--- src/rtl/heart_pkg.sv ---
// heart_pkg: shared types and constants for the heart-pattern envelope detector.
//   env_state_t : tracking state (SEEK, POS, NEG)
//   SAMPLE_ZERO : offset-binary code for a zero sample
//   MAG_MAX     : largest representable envelope magnitude
//   to_signed() : offset-binary to two's-complement conversion
package heart_pkg;

  typedef enum logic [1:0] {
    SEEK = 2'd0,
    POS  = 2'd1,
    NEG  = 2'd2
  } env_state_t;

  localparam logic [15:0] SAMPLE_ZERO = 16'h8000;
  localparam logic [15:0] MAG_MAX     = 16'd32767;

  // Flipping the MSB of an offset-binary code gives the two's-complement value.
  function automatic logic signed [15:0] to_signed(input logic [15:0] x);
    return signed'(x ^ SAMPLE_ZERO);
  endfunction

endpackage

--- src/rtl/heart_env_detector_if.sv ---
// heart_env_detector_if: sample stream in, recovered envelope/period out.
//   sample_valid, sample            : offset-binary sample stream (source side)
//   env_up, env_down, period        : per-cycle results
//   env_valid                       : one-cycle pulse when results update
//   locked                          : carrier tracking stable
// Modports: master = sample source / result consumer, slave = detector.
interface heart_env_detector_if #(
  parameter int PERIOD_W = 14
) ();

  logic                sample_valid;
  logic [15:0]         sample;
  logic [15:0]         env_up;
  logic [15:0]         env_down;
  logic [PERIOD_W-1:0] period;
  logic                env_valid;
  logic                locked;

  modport master (
    output sample_valid, sample,
    input  env_up, env_down, period, env_valid, locked
  );

  modport slave (
    input  sample_valid, sample,
    output env_up, env_down, period, env_valid, locked
  );

endinterface

--- src/rtl/heart_peak_hold.sv ---
// heart_peak_hold: signed running extremum tracker.
//   MAX_MODE = 1 tracks the maximum, 0 tracks the minimum.
//   clk  : clock
//   en   : sample qualifier; nothing changes while low
//   load : restart the extremum at din (takes effect only with en)
//   clr  : force the held value to zero
//   din  : signed sample
//   q    : held extremum
// The held value is datapath only and carries no reset; it is always
// loaded before the surrounding control logic consumes it.
module heart_peak_hold #(
  parameter bit MAX_MODE = 1'b1
) (
  input  logic               clk,
  input  logic               en,
  input  logic               load,
  input  logic               clr,
  input  logic signed [15:0] din,
  output logic signed [15:0] q
);

  logic better;

  assign better = MAX_MODE ? (din > q) : (din < q);

  always_ff @(posedge clk) begin
    if (clr) begin
      q <= '0;
    end else if (en) begin
      if (load || better) begin
        q <= din;
      end
    end
  end

endmodule

--- src/rtl/heart_env_detector.sv ---
// heart_env_detector: recovers the upper/lower envelope and the carrier
// period from an offset-binary DDS sample stream, one result per cycle.
//   clk   : clock, rising edge
//   rst_n : asynchronous active-low reset
//   bus   : heart_env_detector_if.slave (sample_valid/sample in;
//           env_up/env_down/period/env_valid/locked out)
// Optional feature macro: HEART_ENV_SMOOTH_EN enables first-order IIR
// smoothing of env_up/env_down once lock is established.
module heart_env_detector
  import heart_pkg::*;
#(
  parameter int HYST         = 64,
  parameter int PERIOD_W     = 14,
  parameter int MIN_PERIOD   = 16,
  parameter int MAX_PERIOD   = 16383,
  parameter int LOCK_CYCLES  = 4,
  parameter int SMOOTH_SHIFT = 2
) (
  input logic                  clk,
  input logic                  rst_n,
  heart_env_detector_if.slave  bus
);

  localparam int LOCK_W = $clog2(LOCK_CYCLES + 1);

  localparam logic signed [15:0]   HYST_P  = 16'(HYST);
  localparam logic signed [15:0]   HYST_N  = 16'(-HYST);
  localparam logic [PERIOD_W:0]    MAX_CNT = (PERIOD_W + 1)'(MAX_PERIOD);
  localparam logic [PERIOD_W:0]    MIN_CNT = (PERIOD_W + 1)'(MIN_PERIOD);
  localparam logic [LOCK_W-1:0]    LOCK_N  = LOCK_W'(LOCK_CYCLES);

  env_state_t          state;
  logic [PERIOD_W-1:0] cnt;
  logic [LOCK_W-1:0]   lock_cnt;
  logic [LOCK_W-1:0]   lock_cnt_nxt;
  logic signed [15:0]  up_lat;

  logic [15:0]         env_up_r;
  logic [15:0]         env_down_r;
  logic [PERIOD_W-1:0] period_r;
  logic                env_valid_r;
  logic                locked_r;

  logic signed [15:0]  s;
  logic                vld;
  logic                above;
  logic                below;
  logic [PERIOD_W:0]   cnt_inc;
  logic                tmo_hit;
  logic                in_range;
  logic                max_load;
  logic                min_load;
  logic                tmo;
  logic signed [15:0]  maxv;
  logic signed [15:0]  minv;
  logic [15:0]         up_new;
  logic [15:0]         down_new;

  // Positive envelope never goes below zero.
  function automatic logic [15:0] clamp_up(input logic signed [15:0] v);
    return (v < 0) ? 16'd0 : 16'(v);
  endfunction

  // Magnitude of a negative peak; -32768 has no positive twin and saturates.
  function automatic logic [15:0] sat_mag(input logic signed [15:0] v);
    if (v == -16'sd32768) return MAG_MAX;
    if (v > 0)            return 16'd0;
    return 16'(-v);
  endfunction

`ifdef HEART_ENV_SMOOTH_EN
  // env + ((new - env) >>> SMOOTH_SHIFT) with a 17-bit signed difference.
  function automatic logic [15:0] smooth(input logic [15:0] old_v,
                                         input logic [15:0] new_v);
    logic signed [16:0] d;
    d = $signed({1'b0, new_v}) - $signed({1'b0, old_v});
    d = d >>> SMOOTH_SHIFT;
    return 16'($signed({1'b0, old_v}) + d);
  endfunction
`else
  logic unused_smooth_shift;
  assign unused_smooth_shift = ^SMOOTH_SHIFT;
`endif

  assign s       = to_signed(bus.sample);
  assign vld     = bus.sample_valid;
  assign above   = s > HYST_P;
  assign below   = s < HYST_N;
  assign cnt_inc = {1'b0, cnt} + 1'b1;
  assign tmo_hit = cnt_inc >= MAX_CNT;

  assign in_range = ({1'b0, cnt} >= MIN_CNT) && ({1'b0, cnt} <= MAX_CNT);

  // A new positive half-cycle restarts the maximum; entering NEG restarts the minimum.
  assign max_load = vld && above && ((state == SEEK) || (state == NEG));
  assign min_load = vld && below && (state == POS);
  assign tmo      = vld && tmo_hit &&
                    (((state == POS) && !below) || ((state == NEG) && !above));

  assign up_new   = clamp_up(up_lat);
  assign down_new = sat_mag(minv);

  assign lock_cnt_nxt = (lock_cnt == LOCK_N) ? lock_cnt : lock_cnt + 1'b1;

  heart_peak_hold #(.MAX_MODE(1'b1)) u_max (
    .clk  (clk),
    .en   (vld),
    .load (max_load),
    .clr  (tmo),
    .din  (s),
    .q    (maxv)
  );

  heart_peak_hold #(.MAX_MODE(1'b0)) u_min (
    .clk  (clk),
    .en   (vld),
    .load (min_load),
    .clr  (tmo),
    .din  (s),
    .q    (minv)
  );

  // Tracking FSM; the sample is consumed this edge, results appear next cycle.
  always_ff @(posedge clk or negedge rst_n) begin
    if (!rst_n) begin
      state       <= SEEK;
      cnt         <= '0;
      lock_cnt    <= '0;
      up_lat      <= '0;
      env_up_r    <= '0;
      env_down_r  <= '0;
      period_r    <= '0;
      env_valid_r <= 1'b0;
      locked_r    <= 1'b0;
    end else begin
      env_valid_r <= 1'b0;
      if (vld) begin
        case (state)
          SEEK: begin
            if (above) begin
              state <= POS;
              cnt   <= PERIOD_W'(1);
            end
          end
          POS: begin
            if (below) begin
              state  <= NEG;
              up_lat <= maxv;
              cnt    <= cnt_inc[PERIOD_W-1:0];
            end else if (tmo_hit) begin
              state    <= SEEK;
              cnt      <= '0;
              lock_cnt <= '0;
              locked_r <= 1'b0;
            end else begin
              cnt <= cnt_inc[PERIOD_W-1:0];
            end
          end
          NEG: begin
            if (above) begin
              state <= POS;
              cnt   <= PERIOD_W'(1);
              if (in_range) begin
                env_valid_r <= 1'b1;
                period_r    <= cnt;
                lock_cnt    <= lock_cnt_nxt;
                locked_r    <= (lock_cnt_nxt == LOCK_N);
`ifdef HEART_ENV_SMOOTH_EN
                if (locked_r) begin
                  env_up_r   <= smooth(env_up_r, up_new);
                  env_down_r <= smooth(env_down_r, down_new);
                end else begin
                  env_up_r   <= up_new;
                  env_down_r <= down_new;
                end
`else
                env_up_r   <= up_new;
                env_down_r <= down_new;
`endif
              end else begin
                lock_cnt <= '0;
                locked_r <= 1'b0;
              end
            end else if (tmo_hit) begin
              state    <= SEEK;
              cnt      <= '0;
              lock_cnt <= '0;
              locked_r <= 1'b0;
            end else begin
              cnt <= cnt_inc[PERIOD_W-1:0];
            end
          end
          default: begin
            state <= SEEK;
            cnt   <= '0;
          end
        endcase
      end
    end
  end

  assign bus.env_up    = env_up_r;
  assign bus.env_down  = env_down_r;
  assign bus.period    = period_r;
  assign bus.env_valid = env_valid_r;
  assign bus.locked    = locked_r;

endmodule

--- src/flat_wrapper.sv ---
// flat-port wrapper written by rule: the top's interface ports become plain ports
module heart_env_detector_flat import heart_pkg::*;
#(
  parameter int HYST         = 64,
  parameter int PERIOD_W     = 14,
  parameter int MIN_PERIOD   = 16,
  parameter int MAX_PERIOD   = 16383,
  parameter int LOCK_CYCLES  = 4,
  parameter int SMOOTH_SHIFT = 2
)
  (clk, rst_n, bus_sample_valid, bus_sample, bus_env_up, bus_env_down, bus_period, bus_env_valid, bus_locked);
  heart_env_detector_if #(.PERIOD_W(PERIOD_W)) bus_i ();
  input logic clk;
  input logic rst_n;
  input wire logic [$bits(bus_i.sample_valid)-1:0] bus_sample_valid;
  input wire logic [$bits(bus_i.sample)-1:0] bus_sample;
  output wire logic [$bits(bus_i.env_up)-1:0] bus_env_up;
  output wire logic [$bits(bus_i.env_down)-1:0] bus_env_down;
  output wire logic [$bits(bus_i.period)-1:0] bus_period;
  output wire logic [$bits(bus_i.env_valid)-1:0] bus_env_valid;
  output wire logic [$bits(bus_i.locked)-1:0] bus_locked;
  assign bus_i.sample_valid = bus_sample_valid;
  assign bus_i.sample = bus_sample;
  assign bus_env_up = bus_i.env_up;
  assign bus_env_down = bus_i.env_down;
  assign bus_period = bus_i.period;
  assign bus_env_valid = bus_i.env_valid;
  assign bus_locked = bus_i.locked;
  heart_env_detector #(.HYST(HYST), .PERIOD_W(PERIOD_W), .MIN_PERIOD(MIN_PERIOD), .MAX_PERIOD(MAX_PERIOD), .LOCK_CYCLES(LOCK_CYCLES), .SMOOTH_SHIFT(SMOOTH_SHIFT)) u_core (.clk(clk), .rst_n(rst_n), .bus(bus_i));
endmodule
--- config.mk ---
export PLATFORM = sky130hd
export DESIGN_NAME = heart_env_detector_flat
export DESIGN_NICKNAME = d
export VERILOG_FILES = /design/src/rtl/heart_pkg.sv /design/src/rtl/heart_env_detector_if.sv /design/src/rtl/heart_peak_hold.sv /design/src/rtl/heart_env_detector.sv /design/src/flat_wrapper.sv
export SDC_FILE = /design/constraint.sdc
export NUM_CORES = 1
export LEC_CHECK = 0
export CORE_ASPECT_RATIO = 0.9
export CORE_MARGIN = 1
export CORE_UTILIZATION = 50
export CTS_BUF_LIST = sky130_fd_sc_hd__clkbuf_4
export CTS_CLUSTER_DIAMETER = 40
export DETAILED_ROUTE_END_ITERATION = 7
export GPL_ROUTABILITY_DRIVEN = 0
export PLACE_DENSITY = 0.71
export SYNTH_ARGS = -nofsm -noshare
export SYNTH_HDL_FRONTEND = slang
export SYNTH_SLANG_ARGS = --single-unit
--- constraint.sdc ---
create_clock -name clk -period 2.8 [get_ports clk]
set_input_delay 0.42 -clock clk [delete_from_list [all_inputs] [get_ports clk]]
set_output_delay 0.42 -clock clk [all_outputs]
set_load 0.005 [all_outputs]
* After elaboration in Yosys (flattened, before gate mapping)
Cells that the tools add are included.
Cells by class: $add $sub $neg 3, $lt $le $gt $ge 8, bitwise operators 1, equal/unequal tests 7, multiplexer cells 33, reductions and logical operators 22
Operators with widths (number):
- 16-bit two-way mux | 5
- 14-bit two-way mux | 4
- 14-bit one-hot mux with 3 select lines | 1
- 16-bit == test (second input constant) | 1
- 16-bit by 1-bit greater-than comparator with 1-bit output (second input constant) | 1
- 16-bit greater-than comparator | 1
- 16-bit by 8-bit greater-than comparator with 1-bit output (second input constant) | 1
- 16-bit by 1-bit less-than comparator with 1-bit output (second input constant) | 1
- 16-bit less-than comparator | 1
- 16-bit by 7-bit less-than comparator with 1-bit output (second input constant) | 1
- 16-bit negator | 1
- 14-bit by 1-bit adder with 15-bit output (second input constant) | 1
- 15-bit by 14-bit >= comparator with 1-bit output (second input constant) | 1
- 3-bit two-way mux | 5
- 14-bit by 5-bit >= comparator with 1-bit output (second input constant) | 1
- 1-bit two-way mux | 11
- 1-bit logical AND | 8
- 2-bit two-way mux | 4
- 3-bit == test (second input constant) | 2
- 2-bit one-hot mux with 3 select lines | 1
- 3-bit one-hot mux with 2 select lines | 1
- 2-bit AND reduction | 3
- 3-bit AND reduction | 2
- 1-bit logical OR | 4
- 11 further kinds | 12
Storage, ports and cells: register bits 115, bits of input ports 19, output and inout port bits 48

* Logic depth before layout (Yosys ltp)
depth in word-level cells 6, gate-level depth with buffers 10, gate-level depth less buffers 8

* By module
A second synthesis with hierarchy kept.
Second synthesis, totals: cells, all modules 696, area total of the unflattened synthesis 6608.8 um^2
Modules (own cells, without submodules):
- heart_env_detector | instances 1, area an instance 4316.6 um^2, cells each 444
- heart_peak_hold (u_core.u_max) | instances 1, area an instance 1167.4 um^2, cells each 130
- heart_peak_hold (u_core.u_min) | instances 1, area an instance 1124.8 um^2, cells each 122

* Least setup slack after synthesis
Ideal clock, no wire load.
path kind input port to flip-flop, start in bus_sample[15], end reg u_core.u_max.q[10], path buffers 1, data arrival time 2.283 ns, library setup time 0.119 ns, path slack 0.397 ns, cell stages on the path 9, cells stage by stage inv_1 ha_1 nand2_1 or3_1 o311ai_2 o21ba_2 clkbuf_1 o21ai_0 a21oi_1
On the way: cells in the longest elaborated chain, start to end 6
Ends and longest elaborated chain:
- start, declared | line flat_wrapper.sv:16 | input wire logic [$bits(bus_i.sample)-1:0] bus_sample;
- 1-bit NOT (no line) *
- 16-bit by 8-bit greater-than comparator with 1-bit output / 16-bit by 7-bit less-than comparator with 1-bit output (equally long branches) | line heart_env_detector.sv:87, heart_env_detector.sv:88
- 1-bit logical AND / 1-bit logical NOT (equally long branches) | line heart_env_detector.sv:95, heart_env_detector.sv:98
- 1-bit logical AND, on equally long branches | line heart_env_detector.sv:95, heart_env_detector.sv:98
- 1-bit logical OR, on equally long branches | line heart_peak_hold.sv:30, heart_env_detector.sv:98
- 2-bit AND reduction (no line) / 1-bit logical AND (equally long branches)
- end signal, assigned | line heart_peak_hold.sv:31 | q <= din;
- end, declared | line heart_peak_hold.sv:19 | output logic signed [15:0] q
Mark *: on every way between the ends. The rest lies on a longest branch, timed or not. A chain may end at the register's enable or synchronous reset.

* Final worst setup path
start in bus_sample[15], end reg u_core.u_max.q[5]
On the way: cells in the longest elaborated chain, start to end 6
Ends and longest elaborated chain:
- 1-bit NOT (no line) *
- net u_core.s[15] | line heart_env_detector.sv:44 | logic signed [15:0] s;
- 16-bit by 8-bit greater-than comparator with 1-bit output / 16-bit by 7-bit less-than comparator with 1-bit output (equally long branches) | line heart_env_detector.sv:87, heart_env_detector.sv:88
- 1-bit logical AND / 1-bit logical NOT (equally long branches) | line heart_env_detector.sv:95, heart_env_detector.sv:98
- 1-bit logical AND, on equally long branches | line heart_env_detector.sv:95, heart_env_detector.sv:98
- 1-bit logical OR, on equally long branches | line heart_peak_hold.sv:30, heart_env_detector.sv:98
- 2-bit AND reduction (no line) / 1-bit logical AND (equally long branches)
Mark *: on every way through the listed nets, which the timed path passes. The rest lies on a longest branch.

==> summary.md <==
| Metric | Value |
|---|---|
| Critical path required time | 3.20 ns |
| Vias in the first global route | 5,996 |
| Placed cell count | 1,035 |
| Post-synth top cells | nand2_1 (121), dfrtp_1 (82), o21ai_0 (71), nand3_1 (69), a21oi_1 (52) |
| F_max | 392 MHz |
| Final setup skew | 0.0176 ns |
| Switching Fraction | 0.399 |
| Path depth of the worst reg2reg path | 9 |
| Peak VDD IR | 0.560 mV |
| Post-layout instance area | 0.00812 mm2 |
| Synthesized area per cell | 8.45 um2 |
| Period Utilization, post-route | 0.910 |
| RSZ-0062 raised after global routing | no |
| Startpoint Class | input pin |
| Logic gate share of total power | 0.422 |
| Core area | 0.0129 mm2 |
| Synth area leaders | dfrtp_1 (31%), dfxtp_1 (9.6%), ha_1 (6.9%) |
| Pre-Repair DR Iteration Count | 5 |
| Maximum fanout along the worst path | 16 |
| Min cycle time layout | 2.55 ns |
| Hold/Removal Path Class | in -> async |
| Critical R2R Launch | u_core.u_max.q[13]$_SDFFE_PP0P_ |
| Clock Latency Late Sink | 0.52 ns |
| Cts hold-fix bufs | 0 |
| Port Buffers | 65 |
| CTS Buffer Depth | 2 |
| Clk root buf | clkbuf_4 |
| Gate Count Post-Synth | 791 |
| Setup slack, reg-to-reg | 0.34 ns |
| Antenna cells | 0 |
| Placement Cell Area | 0.00785 mm2 |
| Ys flop type | dfrtp_1 |
| Clock slew at reported path FFs | 0.09 ns |
| CTS H-tree depth | 4 |
| Net switching power | 2.48 mW |
| Worst path arrival time | 2.95 ns |
| Cell Pwr Density | 766 mW/mm2 |
| Routed WL per cell | 16.5 um |
| Layout area overhead | 21.4% |
| Flop pwr share | 0.388 |
| Setup-failing EPs final | 0 |
| Max Slew Vio Count | 0 |
| Rows | 39 |
| Share of cells above drive strength 1 | 0.137 |
| Clock power frac | 0.190 |
| Remaining global-route overflow | 0 |
| Routed WL | 17.6 mm |
| Nets | 946 |
| Worst Hold Slack | 0.0705 ns |
| Power Internal | 3.73 mW |
| Slowest-stage cell, CP | clkdlybuf4s50_1 |
| Leakage power | 3.55 nW |
| DR vias/cell | 5.94 |
| Most common cell in the netlist | nand2_1 |
| Top-area cell type share of the netlist area | 0.307 |
| DR DRC count | 0 |
| WS Path Type | in -> reg |
| Clk sink count | 114 |
| Yosys warns | 0 |
| Design Power | 6.22 mW |
| Antenna violation net count after detailed routing | 0 |
| Vias | 6,335 |
| Critical path cell sequence | clkdlybuf4s50_1, inv_1, ha_1, nand2_1, or3_1, o311ai_2, buf_4, o22ai_2, o21ai_0, a21oi_1 |
| Initial antenna violation count | 0 |
| CP peak stage delay | 0.50 ns |
| MaxCap Viol Count | 0 |
| First-pass GRT wire length | 28.3 mm |
| Final hold vios | 0 |
| Worst setup path endpoint | u_core.u_max.q[5]$_SDFFE_PP0P_ |
| Worst slew pin tran | 1.03 ns |
| Seq/Total Area, Yosys | 0.403 |
| Netlist cell types | 70 |
| Mapped Nets | 847 |
| Non-Filler Instances | 1,067 |
| #FFs+latches synth | 114 |
| Die footprint | 0.0138 mm2 |
| Slew HR | 0.312 |
| Starting Density | 0.519 |
| Tot GR Track Use | 0.261 |
| CTS tree | done |
| Ys async rst share | 0.719 |
| Iteration-0 DRC Markers | 479 |
| Fin util | 0.630 |
| EDFF count, synth | 0 |
| Critical path origin | bus_sample[15] |
| DIE WIDTH | 124 um |
| Setup crit end kind | flop |
| Status | finished, final reports clean |
| Largest net degree at the start of global routing | 83 |
| Post-DP HPWL | 12.9 mm |
| CTS Buf Count | 17 |
| Reg-to-reg critical path endpoint | u_core.u_max.q[5]$_SDFFE_PP0P_ |
| Largest area contributor in the netlist | dfrtp_1 |
| # Post-CTS Setup Buffers | 0 |
| Netlist Area Pre-Place | 0.00669 mm2 |
| CTS resizes | 0 |
| Die height | 112 um |
| Ports placed on the boundary | 67 |
-- area by class of cell --
| class | instances | area, um2 |
|---|---|---|
| clock buffers | 20 | 150 |
| clock inverters | 12 | 119 |
| fillers | 1116 | 4760 |
| inverters | 47 | 176 |
| multi-input cells | 580 | 3560 |
| flip-flops and latches | 114 | 2690 |
| well taps | 164 | 205 |
| repair buffers | 130 | 1210 |
-- worst max-delay path, delay by kind of cell --
family | cells | cell delay [ns]
AO/OA/AOI/OAI | 4 | 0.90
buffers and inverters | 3 | 0.78
AND/OR/NAND/NOR | 2 | 0.50
adder cells (fa/ha/maj) | 1 | 0.33
-- cell usage in the layout, fill, tap and decap left out, types with 4 or more instances in the layout --
cell type,n
nor3_1,11
nor2_1,26
clkdlybuf4s50_1,64
inv_1,46
nand2_1,121
or3_1,4
and3_1,4
mux2_2,5
nand2b_1,18
dfrtp_1,82
a22o_1,14
o31ai_1,15
xnor2_1,12
clkbuf_4,20
a21o_1,5
o211ai_1,8
nand4_1,10
buf_12,6
a31oi_1,25
buf_4,60
o21ai_0,71
nor2b_1,8
ha_1,37
a21oi_1,52
dfxtp_1,32
nor4_1,12
nand3_1,69
-- logic make-up (layout without fill, tap and decap cells) --
family / after synthesis / in the layout / share of synthesized area
compound gates: 223 / 223 / 0.216
flops: 114 / 114 / 0.403
xor+xnor: 13 / 13 / 0.0170
mux: 5 / 5 / 0.00842
other cells: 1 / 1 / 0.000561
fa+ha+maj: 37 / 37 / 0.0692
simple gates: 301 / 301 / 0.221
buf+inv: 97 / 209 / 0.0653
-- power by group through the flow --
stage,logic [mW],registers (mW),clock network (mW)
2_1_floorplan,1.79,2.33,0
3_3_place_gp,2.48,2.41,0
3_5_place_dp,2.58,2.43,0
4_1_cts,2.60,2.40,1.21
5_1_grt,2.94,2.46,1.28
6_report,2.62,2.41,1.18
-- through the flow --
step | worst slack (ns) | setup TNS, ns
2_1_floorplan | 0.397 | 0
3_3_place_gp | -0.0849 | -1.99
3_5_place_dp | -0.227 | -4.46
4_1_cts | 0.326 | 0
6_report | 0.252 | 0
5_1_grt | 0.112 | 0
-- how the worst min path moves through the flow --
stage | start | slack (ns) | to | cells after the start
after global routing | rst_n | 0.11 | u_core.bus.locked$_DFFE_PN0P_ | 1
final | rst_n | 0.07 | u_core.bus.period[8]$_DFFE_PN0P_ | 1
after floorplan | rst_n | 0.12 | u_core.bus.env_down[0]$_DFFE_PN0P_ | 0
after global placement | u_core.u_max.q[5]$_SDFFE_PP0P_ | 0.45 | u_core.u_max.q[5]$_SDFFE_PP0P_ | 2
after CTS | rst_n | 0.09 | u_core.bus.period[12]$_DFFE_PN0P_ | 1
after detailed placement | u_core.u_max.q[3]$_SDFFE_PP0P_ | 0.46 | u_core.u_max.q[3]$_SDFFE_PP0P_ | 2
-- flip-flops by register name, indices dropped and copies added, names as in the netlist, 3 cells and up --
signal / count
u_core.bus.env_down: 16
u_core.bus.env_up: 15
u_core.bus.period: 14
u_core.cnt: 14
u_core.lock_cnt: 3
u_core.u_max.q: 16
u_core.u_min.q: 16
u_core.up_lat: 16
-- routing by layer --
| layer | part of all wire | GRT usage | wire (um) |
|---|---|---|---|
| met4 | 0.021 | 0.0976 | 378 |
| met2 | 0.49 | 0.433 | 8600 |
| met5 | 0 | 0 | 0 |
| met1 | 0.44 | 0.326 | 7660 |
| met3 | 0.054 | 0.0635 | 951 |
(Power assumes the default switching activity.)
